<file path="src/rtl/pir_light_ctrl.sv">
// PIR-driven LED sequencer: synchronise and debounce the sensor, blank it during
// warm-up, hold the LED after motion ends, then blank retriggers after LED-off.
module pir_light_ctrl #(
   parameter int WARMUP_CYC   = 120_000_000,
   parameter int DEBOUNCE_CYC = 120_000,
   parameter int HOLD_CYC     = 60_000_000,
   parameter int BLANK_CYC    = 24_000_000
) (
   input  logic       hwclk,
   input  logic       rst_n,
   input  logic       pir_in,
   input  logic       enable,
   output logic       led_out,
   output logic [1:0] state_o,
   output logic [7:0] event_cnt
);

   localparam int WARM_W  = $clog2(WARMUP_CYC + 1);
   localparam int DB_W    = $clog2(DEBOUNCE_CYC + 1);
   localparam int HOLD_W  = $clog2(HOLD_CYC + 1);
   localparam int BLANK_W = $clog2(BLANK_CYC + 1);

   typedef enum logic [1:0] {
      S_WARMUP = 2'b00,
      S_IDLE   = 2'b01,
      S_ON     = 2'b10,
      S_BLANK  = 2'b11
   } state_t;

   state_t              r_state, w_state_nxt;
   logic                r_sync1, r_pir_s, r_filt, r_filt_d, r_led;
   logic [DB_W-1:0]     r_db_cnt;
   logic [WARM_W-1:0]   r_warm_cnt, w_warm_nxt;
   logic [HOLD_W-1:0]   r_hold, w_hold_nxt;
   logic [BLANK_W-1:0]  r_blank_cnt, w_blank_nxt;
   logic [7:0]          r_event_cnt, w_event_cnt_nxt;
   logic                w_event;

   // Synchroniser and debounce run in every state so filt is settled when WARMUP ends.
   // NOTE: sequential state uses non-blocking assignments so every flop samples pre-edge values.
   always_ff @(posedge hwclk or negedge rst_n) begin
      if (!rst_n) begin
         r_sync1  <= 1'b0;
         r_pir_s  <= 1'b0;
         r_filt   <= 1'b0;
         r_filt_d <= 1'b0;
         r_db_cnt <= '0;
      end else begin
         r_sync1  <= pir_in;
         r_pir_s  <= r_sync1;
         r_filt_d <= r_filt;
         if (r_pir_s == r_filt) begin
            r_db_cnt <= '0;
         end else if (r_db_cnt == DB_W'(DEBOUNCE_CYC - 1)) begin
            r_filt   <= r_pir_s;
            r_db_cnt <= '0;
         end else begin
            r_db_cnt <= r_db_cnt + DB_W'(1);
         end
      end
   end

   assign w_event = r_filt & ~r_filt_d;

   // NOTE: every output of this block gets a default first, so no latch is inferred.
   always_comb begin
      w_state_nxt     = r_state;
      w_warm_nxt      = r_warm_cnt;
      w_hold_nxt      = r_hold;
      w_blank_nxt     = '0;
      w_event_cnt_nxt = r_event_cnt;
      case (r_state)
         S_WARMUP: begin
            if (r_warm_cnt == WARM_W'(WARMUP_CYC - 1)) w_state_nxt = S_IDLE;
            else                                       w_warm_nxt  = r_warm_cnt + WARM_W'(1);
         end
         S_IDLE: begin
            if (w_event && enable) begin
               w_state_nxt = S_ON;
               w_hold_nxt  = HOLD_W'(HOLD_CYC);
               if (r_event_cnt != 8'hFF) w_event_cnt_nxt = r_event_cnt + 8'd1;
            end
         end
         S_ON: begin
            // enable has priority over a retrigger arriving in the same cycle
            if (!enable) begin
               w_state_nxt = S_BLANK;
            end else if (r_filt) begin
               w_hold_nxt = HOLD_W'(HOLD_CYC);
            end else if (r_hold <= HOLD_W'(1)) begin
               w_hold_nxt  = '0;
               w_state_nxt = S_BLANK;
            end else begin
               w_hold_nxt = r_hold - HOLD_W'(1);
            end
         end
         S_BLANK: begin
            if (r_blank_cnt == BLANK_W'(BLANK_CYC - 1)) w_state_nxt = S_IDLE;
            else                                        w_blank_nxt = r_blank_cnt + BLANK_W'(1);
         end
         default: w_state_nxt = S_WARMUP;
      endcase
   end

   always_ff @(posedge hwclk or negedge rst_n) begin
      if (!rst_n) begin
         r_state     <= S_WARMUP;
         r_warm_cnt  <= '0;
         r_hold      <= '0;
         r_blank_cnt <= '0;
         r_event_cnt <= '0;
         r_led       <= 1'b0;
      end else begin
         r_state     <= w_state_nxt;
         r_warm_cnt  <= w_warm_nxt;
         r_hold      <= w_hold_nxt;
         r_blank_cnt <= w_blank_nxt;
         r_event_cnt <= w_event_cnt_nxt;
         r_led       <= (w_state_nxt == S_ON);
      end
   end

   assign led_out   = r_led;
   assign state_o   = r_state;
   assign event_cnt = r_event_cnt;

endmodule
</file>
<file path="config.mk">
export PLATFORM = sky130hd
export DESIGN_NAME = pir_light_ctrl
export DESIGN_NICKNAME = d
export VERILOG_FILES = /design/src/rtl/pir_light_ctrl.sv
export SDC_FILE = /design/constraint.sdc
export NUM_CORES = 1
export LEC_CHECK = 0
export BUFFER_PORTS_ARGS = -buffer_cell sky130_fd_sc_hd__buf_2
export CAP_MARGIN = 10
export CORE_MARGIN = 3
export CORE_UTILIZATION = 40
export CTS_CLUSTER_DIAMETER = 80
export DETAILED_ROUTE_END_ITERATION = 6
export MAX_ROUTING_LAYER = met4
export PLACE_DENSITY = 0.54
export SLEW_MARGIN = 20
export SYNTH_ARGS = -nofsm -noshare
export SYNTH_HDL_FRONTEND = slang
export SYNTH_SLANG_ARGS = --single-unit
</file>
<file path="constraint.sdc">
create_clock -name hwclk -period 2.8 [get_ports hwclk]
set_input_delay 0.28 -clock hwclk [delete_from_list [all_inputs] [get_ports hwclk]]
set_output_delay 0.28 -clock hwclk [all_outputs]
set_load 0.005 [all_outputs]
</file>
==> results of run 1 <==
## sequential cells by signal, summed over array words and instances, names as in the netlist
register,flops
event_cnt,8
led_out,1
r_blank_cnt,25
r_db_cnt,17
r_filt,1
r_filt_d,1
r_hold,26
r_pir_s,1
r_sync1,1
r_warm_cnt,27
state_o,2
## metal layers
metal	track usage (%)	vias to the layer above	wire length (um)
li1	-	1961	-
met1	21.5	1918	5420
met2	24.5	42	4890
met3	4.47	8	338
met4	4.55	0	78
met5	-	-	0
## power breakdown
group | leakage, uW | internal, uW | switching (uW)
Sequential | 0.00150 | 1590 | 3.21
Combinational | 0.000932 | 11.7 | 40.7
Clock | 0.000131 | 620 | 553
Total | 0.00256 | 2220 | 597
## logic make-up after synthesis
family | share of synthesized area, %
AO/OA/AOI/OAI | 6.74
XOR/XNOR | 13.4
adder cells (fa/ha/maj) | 1.38
buffers and inverters | 2.64
flip-flops | 50.6
multiplexers | 0.414
AND/OR/NAND/NOR | 24.9
## worst min-delay path by stage
stage / from / endpoint / slack (ns) / depth (start not counted)
floorplan: rst_n / event_cnt[0] / -0.02 / 0
global placement: rst_n / r_db_cnt[13] / 0.34 / 1
detailed placement: rst_n / r_db_cnt[3] / 0.35 / 1
CTS: pir_in / r_sync1 / 0.02 / 1
global route: pir_in / r_sync1 / 0.01 / 1
finish: pir_in / r_sync1 / 0.03 / 1
## per-stage QoR
stage / cells / hold slack, ns / utilization (%) / worst slack [ns] / power, uW
global route: 743 / 0.0127 / 46.4 / 0.130 / 2950
finish: 743 / 0.0344 / 46.4 / 0.262 / 2820
CTS: 743 / 0.0174 / 46.4 / 0.253 / 2880
global placement: 728 / 0.343 / 44.3 / 0.362 / 1680
floorplan: 548 / -0.0156 / - / 0.573 / 1640
detailed placement: 728 / 0.347 / 44.3 / 0.263 / 1680
## final cells by class
class | count | area share [%]
Sequential cell | 110 | 45.7
Multi-Input combinational cell | 404 | 42.3
Clock buffer | 11 | 4.03
Tap cell | 172 | 3.57
Timing Repair Buffer | 26 | 2.95
Inverter | 17 | 1.06
Clock inverter | 3 | 0.374
## cell usage in the layout, fill, tap and decap left out, types with 2 or more instances in the layout
cell type  count
o41ai_1        4
nor2_1        82
o21ai_1        2
inv_1         17
and2_1         4
xnor2_1       45
or3_1          8
nand2b_1       2
ha_1           6
or4_1          8
a41oi_1        2
nand2_1       42
mux2_2         2
or4_4          2
o31ai_1        5
buf_2         13
clkbuf_16      9
dfrtp_1      110
a31oi_1        5
o21ai_0        8
nor4_1        13
nand3b_1       3
clkinv_4       2
a311oi_1       2
and3_1         7
xor2_1        38
nor4b_1        2
and4_1        10
buf_4         11
nor3_1        18
a21oi_1       16
nor4_2         2
nand4_1       18
nor4bb_1       2
nand3_1       26
==> flow_summary_export.csv, run 1 <==
group,metric,value,unit
run_status,status,"complete, no violations",
logic_synthesis,synth_commonest_cells,"110 x dfrtp_1, 82 x nor2_1, 45 x xnor2_1",
worst_setup_path,crit_type,"reg -> reg",
detailed_routing,routed_wl,10.7,mm
logic_synthesis,synth_top_flop_cell,"dfrtp_1",
sta,post-route-min-period,2.54,ns
global_route,grt_start_max_net_pins,52,
worst_setup_path,critPathArrivalTime,2.83,ns
logic_synthesis,synth-seq-cells,110,
job,cap_violations,0,
global_route,grt_pass1_vias,3942,
placed_design,dp_hpwl,7.25,mm
logic_synthesis,synth_nets,558,
logic_synthesis,synth_edf_count,0,
worst_setup_path,start_kind,"flop",
worst_setup_path,r2r-end,"r_hold[20]",
worst_setup_path,cp_num_buf_inv,1,
detailed_routing,dr_total_vias,3929,
logic_synthesis,yosysWarnings,0,
worst_setup_path,end_kind,"flop",
logic_synthesis,async_flop_share,100,%
sta,slew-limit-headroom,58.9,%
clocking,clkTransAtPathRegs,0.07,ns
global_route,grt_pass1_wl,18.9,mm
worst_setup_path,reg2reg_setup_slack,0.26,ns
layout,fin_area,6020,um^2
floorplan,ios,15,
worst_setup_path,crit_cells,6,
logic_synthesis,ys_seq_area_share,50.6,%
worst_setup_path,path_max_fanout,10,
power_and_ir_drop,p_leak,0.00256,uW
clocking,cts_root_buffer,"clkbuf_16",
layout,n_fill_cell,1271,
clocking,cts_buffers,9,
power_and_ir_drop,irDropWorstVdd,0.000320,V
sta,finalSetupViolCount,0,
floorplan,dieHeight,123,um
layout,fin_nets,578,
placed_design,port_buffers,14,
logic_synthesis,syn_inst,548,
detailed_routing,remaining_drc_errors,0,
worst_setup_path,timing.rr.start,"r_hold[1]",
logic_synthesis,ys_top_cells_by_area,"dfrtp_1 51%, xnor2_1 7.2%, xor2_1 6.1%",
sta,hold_viol,0,
worst_setup_path,cp-startpoint,"r_hold[1]",
placed_design,place_congestion,0.814,
sta,clock_skew,0.00391,ns
worst_setup_path,reg2reg_depth,6,
worst_hold_path,hold_class,"in -> reg",
detailed_routing,drt_iter0_markers,180,
logic_synthesis,mappedNetlistArea,5440,um^2
worst_setup_path,critPathSlowestCell,"or4_1",
floorplan,die-area,15000,um^2
layout,ff_latch_area,2750,um^2
floorplan,rows,41,
clocking,cts_setup_buffers,0,
power_and_ir_drop,powerDensity,469,nW/um^2
clocking,h-tree-depth,3,
logic_synthesis,synth_top_area_share,50.6,%
worst_setup_path,critical-path-top-delay-family,"simple AND/OR/NAND/NOR gates",
global_route,grt_usage,16.2,%
sta,finalSetupTns,0,ns
detailed_routing,detail-route-antenna-nets,0,
layout,drive_gt1_share,8.93,%
layout,diodes,0,
worst_setup_path,slowest_delay,0.66,ns
logic_synthesis,ys_types,55,
clocking,cts.repair.resized,0,
clocking,clkLatencyLatePin,0.35,ns
clocking,clock_sinks,110,
worst_setup_path,setup.worst_path.end,"r_hold[20]",
global_route,antenna_found_initial,0,
logic_synthesis,avgSynthCellArea,9.93,um^2
detailed_routing,drtPass1Iterations,4,
clocking,hold_buffers,1,
sta,worst_slew_pin_slew,0.617,ns
logic_synthesis,synth_top_cell_by_area,"dfrtp_1",
worst_setup_path,crit_chain,"inv_1, ha_1, or3b_2, or4_1, a2111oi_0, a221o_1",
floorplan,core,13000,um^2
logic_synthesis,synth_most_common_cell,"dfrtp_1",
sta,slew_violations,0,
sta,fmax,394,MHz
detailed_routing,vias_per_cell,5.29,
placed_design,postPlaceCellArea,5750,um^2
floorplan,die_w,123,um
layout,syn_to_final_growth,10.6,%
detailed_routing,routedWlPerCell,14.4,um
layout,multi_input_area,2550,um^2
sta,fin_crit_sh,90.7,%
sta,rsz0062_at_grt,"no",
clocking,cts_tree,"built",
floorplan,start_util,41.9,%
global_route,overflow,0,
clocking,clk_path_buf_depth,2,
worst_setup_path,cp.required,3.09,ns
Note: power is estimated with default switching activity, not from simulation.
==> inputs of run 2 (changes only) <==
--- a/config.mk
+++ b/config.mk
@@ -7,12 +7,14 @@
 export LEC_CHECK = 0
 export BUFFER_PORTS_ARGS = -buffer_cell sky130_fd_sc_hd__buf_2
 export CAP_MARGIN = 10
+export CELL_PAD_IN_SITES_DETAIL_PLACEMENT = 0
+export CELL_PAD_IN_SITES_GLOBAL_PLACEMENT = 2
 export CORE_MARGIN = 3
 export CORE_UTILIZATION = 40
 export CTS_CLUSTER_DIAMETER = 80
 export DETAILED_ROUTE_END_ITERATION = 6
 export MAX_ROUTING_LAYER = met4
-export PLACE_DENSITY = 0.54
+export PLACE_DENSITY = 0.77
 export SLEW_MARGIN = 20
 export SYNTH_ARGS = -nofsm -noshare
 export SYNTH_HDL_FRONTEND = slang
==> flow_summary_export.csv, run 2 (synthesized netlist as in run 1, its figures left out) <==
group,metric,value,unit
run_status,status,"finished with violations",
run_status,violations,"hold timing",
floorplan,dieHeight,123,um
sta,rsz0062_at_grt,"no",
layout,utilization,46.4,%
clocking,cts_buffers,9,
sta,fin_crit_sh,88.7,%
global_route,grt_pass1_vias,3974,
layout,multi_input_area,2550,um^2
layout,largest-register,"r_warm_cnt",
clocking,cts_tree,"built",
sta,worst_slew_pin_slew,0.613,ns
worst_setup_path,reg2reg_depth,7,
placed_design,dp_slack,0.331,ns
clocking,hold_buffers,0,
detailed_routing,detail-route-antenna-nets,0,
sta,finalSetupTns,0,ns
global_route,grt_busiest_layer,"met2",
layout,layout_commonest_cell,"dfrtp_1",
clocking,clk_path_buf_depth,2,
placed_design,place_congestion,0.763,
worst_setup_path,start_kind,"flop",
worst_setup_path,critical-path-top-delay-family,"simple AND/OR/NAND/NOR gates",
sta,finalSetupViolCount,0,
sta,hold_viol,25,
layout,diodes,0,
detailed_routing,routedWlPerCell,14.6,um
worst_setup_path,reg2reg_setup_slack,0.32,ns
layout,ff_latch_area,2750,um^2
worst_setup_path,slowest_delay,0.65,ns
power_and_ir_drop,powerDensity,481,nW/um^2
worst_setup_path,r2r-end,"r_hold[18]",
detailed_routing,drtPass1Iterations,5,
sta,post-route-min-period,2.48,ns
worst_setup_path,crit_type,"reg -> reg",
clocking,clock_sinks,110,
sta,slew-limit-headroom,59.1,%
placed_design,dp_hpwl,7.15,mm
layout,n_fill_cell,1241,
worst_setup_path,critPathArrivalTime,2.72,ns
placed_design,port_buffers,14,
job,cap_violations,0,
worst_setup_path,critPathSlowestCell,"or4_1",
sta,setup_slack,0.317,ns
clocking,clkLatencyLatePin,0.35,ns
clocking,cts_root_buffer,"clkbuf_16",
detailed_routing,routed_wl,10.8,mm
global_route,grt_util_met3,4.19,%
worst_setup_path,crit_chain,"inv_1, ha_1, or3b_2, or4_1, nor4_4, xnor2_1, nor2_2",
layout,final_cell_mix,"110 x dfrtp_1, 82 x nor2_1, 45 x xnor2_1, 42 x nand2_1, 38 x xor2_1",
worst_hold_path,hold_class,"in -> async",
worst_setup_path,end_kind,"flop",
layout,reg_top3,"r_warm_cnt x27, r_hold x26, r_blank_cnt x25",
power_and_ir_drop,p_leak,0.00256,uW
global_route,grt_start_max_net_pins,111,
detailed_routing,vias_per_cell,5.33,
detailed_routing,drt_iter0_markers,209,
layout,largest_reg_flops,27,
layout,fin_nets,575,
worst_setup_path,cp.required,3.04,ns
global_route,grt_pass1_wl,19.2,mm
sta,whs,-0.0188,ns
global_route,antenna_found_initial,0,
floorplan,ios,15,
floorplan,die-area,15000,um^2
detailed_routing,remaining_drc_errors,0,
global_route,grt_usage,16.5,%
detailed_routing,dr_total_vias,3953,
power_and_ir_drop,irDropWorstVdd,0.000315,V
clocking,clkTransAtPathRegs,0.07,ns
global_route,met2_usage,25.2,%
sta,slew_violations,0,
layout,drive_gt1_share,9.12,%
global_route,met1_usage,21.8,%
clocking,cts.repair.resized,0,
floorplan,core,13000,um^2
worst_setup_path,timing.rr.start,"r_hold[0]",
floorplan,start_util,41.9,%
global_route,overflow,0,
worst_setup_path,crit_cells,7,
floorplan,rows,41,
worst_setup_path,path_max_fanout,10,
worst_setup_path,cp_num_buf_inv,1,
clocking,h-tree-depth,3,
floorplan,die_w,123,um
sta,fmax,403,MHz
sta,clock_skew,0.00797,ns
layout,syn_to_final_growth,10.6,%
clocking,cts_setup_buffers,0,
==> run 2: cell count changes in the layout (fill, tap and decap cells not counted), sizes merged <==
cell and delta:
clkinv -1, clkbuf -1, inv +4, dlygate4sd3 -1, buf -2
==> run 2: final cells by class <==
| class | instances | share of cell area (%) |
|---|---|---|
| Clock buffer | 10 | 3.97 |
| Tap cell | 172 | 3.57 |
| Timing Repair Buffer | 23 | 2.54 |
| Multi-Input combinational cell | 404 | 42.3 |
| Sequential cell | 110 | 45.7 |
| Clock inverter | 6 | 0.852 |
| Inverter | 17 | 1.06 |
==> run 2: per-stage QoR <==
stage	hold slack, ns	power (uW)	std cells	instance area (um^2)
5_1_grt	0.0228	3030	742	6020
3_5_place_dp	0.350	1680	726	5730
3_3_place_gp	0.349	1680	726	5730
2_1_floorplan	-0.0156	1640	548	5440
6_report	-0.0188	2900	742	6020
4_1_cts	0.0228	2960	742	6020
==> run 2: metal layers <==
metal / share of wire, % / wire length, um
met4: 0.80 / 87
met5: 0 / 0
met1: 49 / 5280
met3: 3.9 / 420
met2: 47 / 5040
==> run 2: worst reg2reg max path, delay by kind of cell, from the launching register on <==
family                   cells  cell delay [ns]
XOR/XNOR                     1             0.17
buffers and inverters        1             0.08
AND/OR/NAND/NOR              4             1.49
flip-flops                   1             0.44
adder cells (fa/ha/maj)      1             0.19
==> run 2: worst max-delay path by stage <==
stage	start	to
CTS	r_hold[0]	r_hold[18]
global placement	r_hold[0]	r_hold[18]
detailed placement	r_hold[0]	r_hold[18]
floorplan	r_hold[7]	r_hold[19]
global route	r_hold[1]	r_hold[16]
finish	r_hold[0]	r_hold[18]
==> run 2: where the power goes <==
| group | total [uW] | switching, uW | leakage, uW | internal [uW] |
|---|---|---|---|---|
| Combinational | 50.1 | 40.3 | 0.000918 | 9.83 |
| Sequential | 1600 | 3.23 | 0.00150 | 1590 |
| Clock | 1250 | 607 | 0.000146 | 645 |
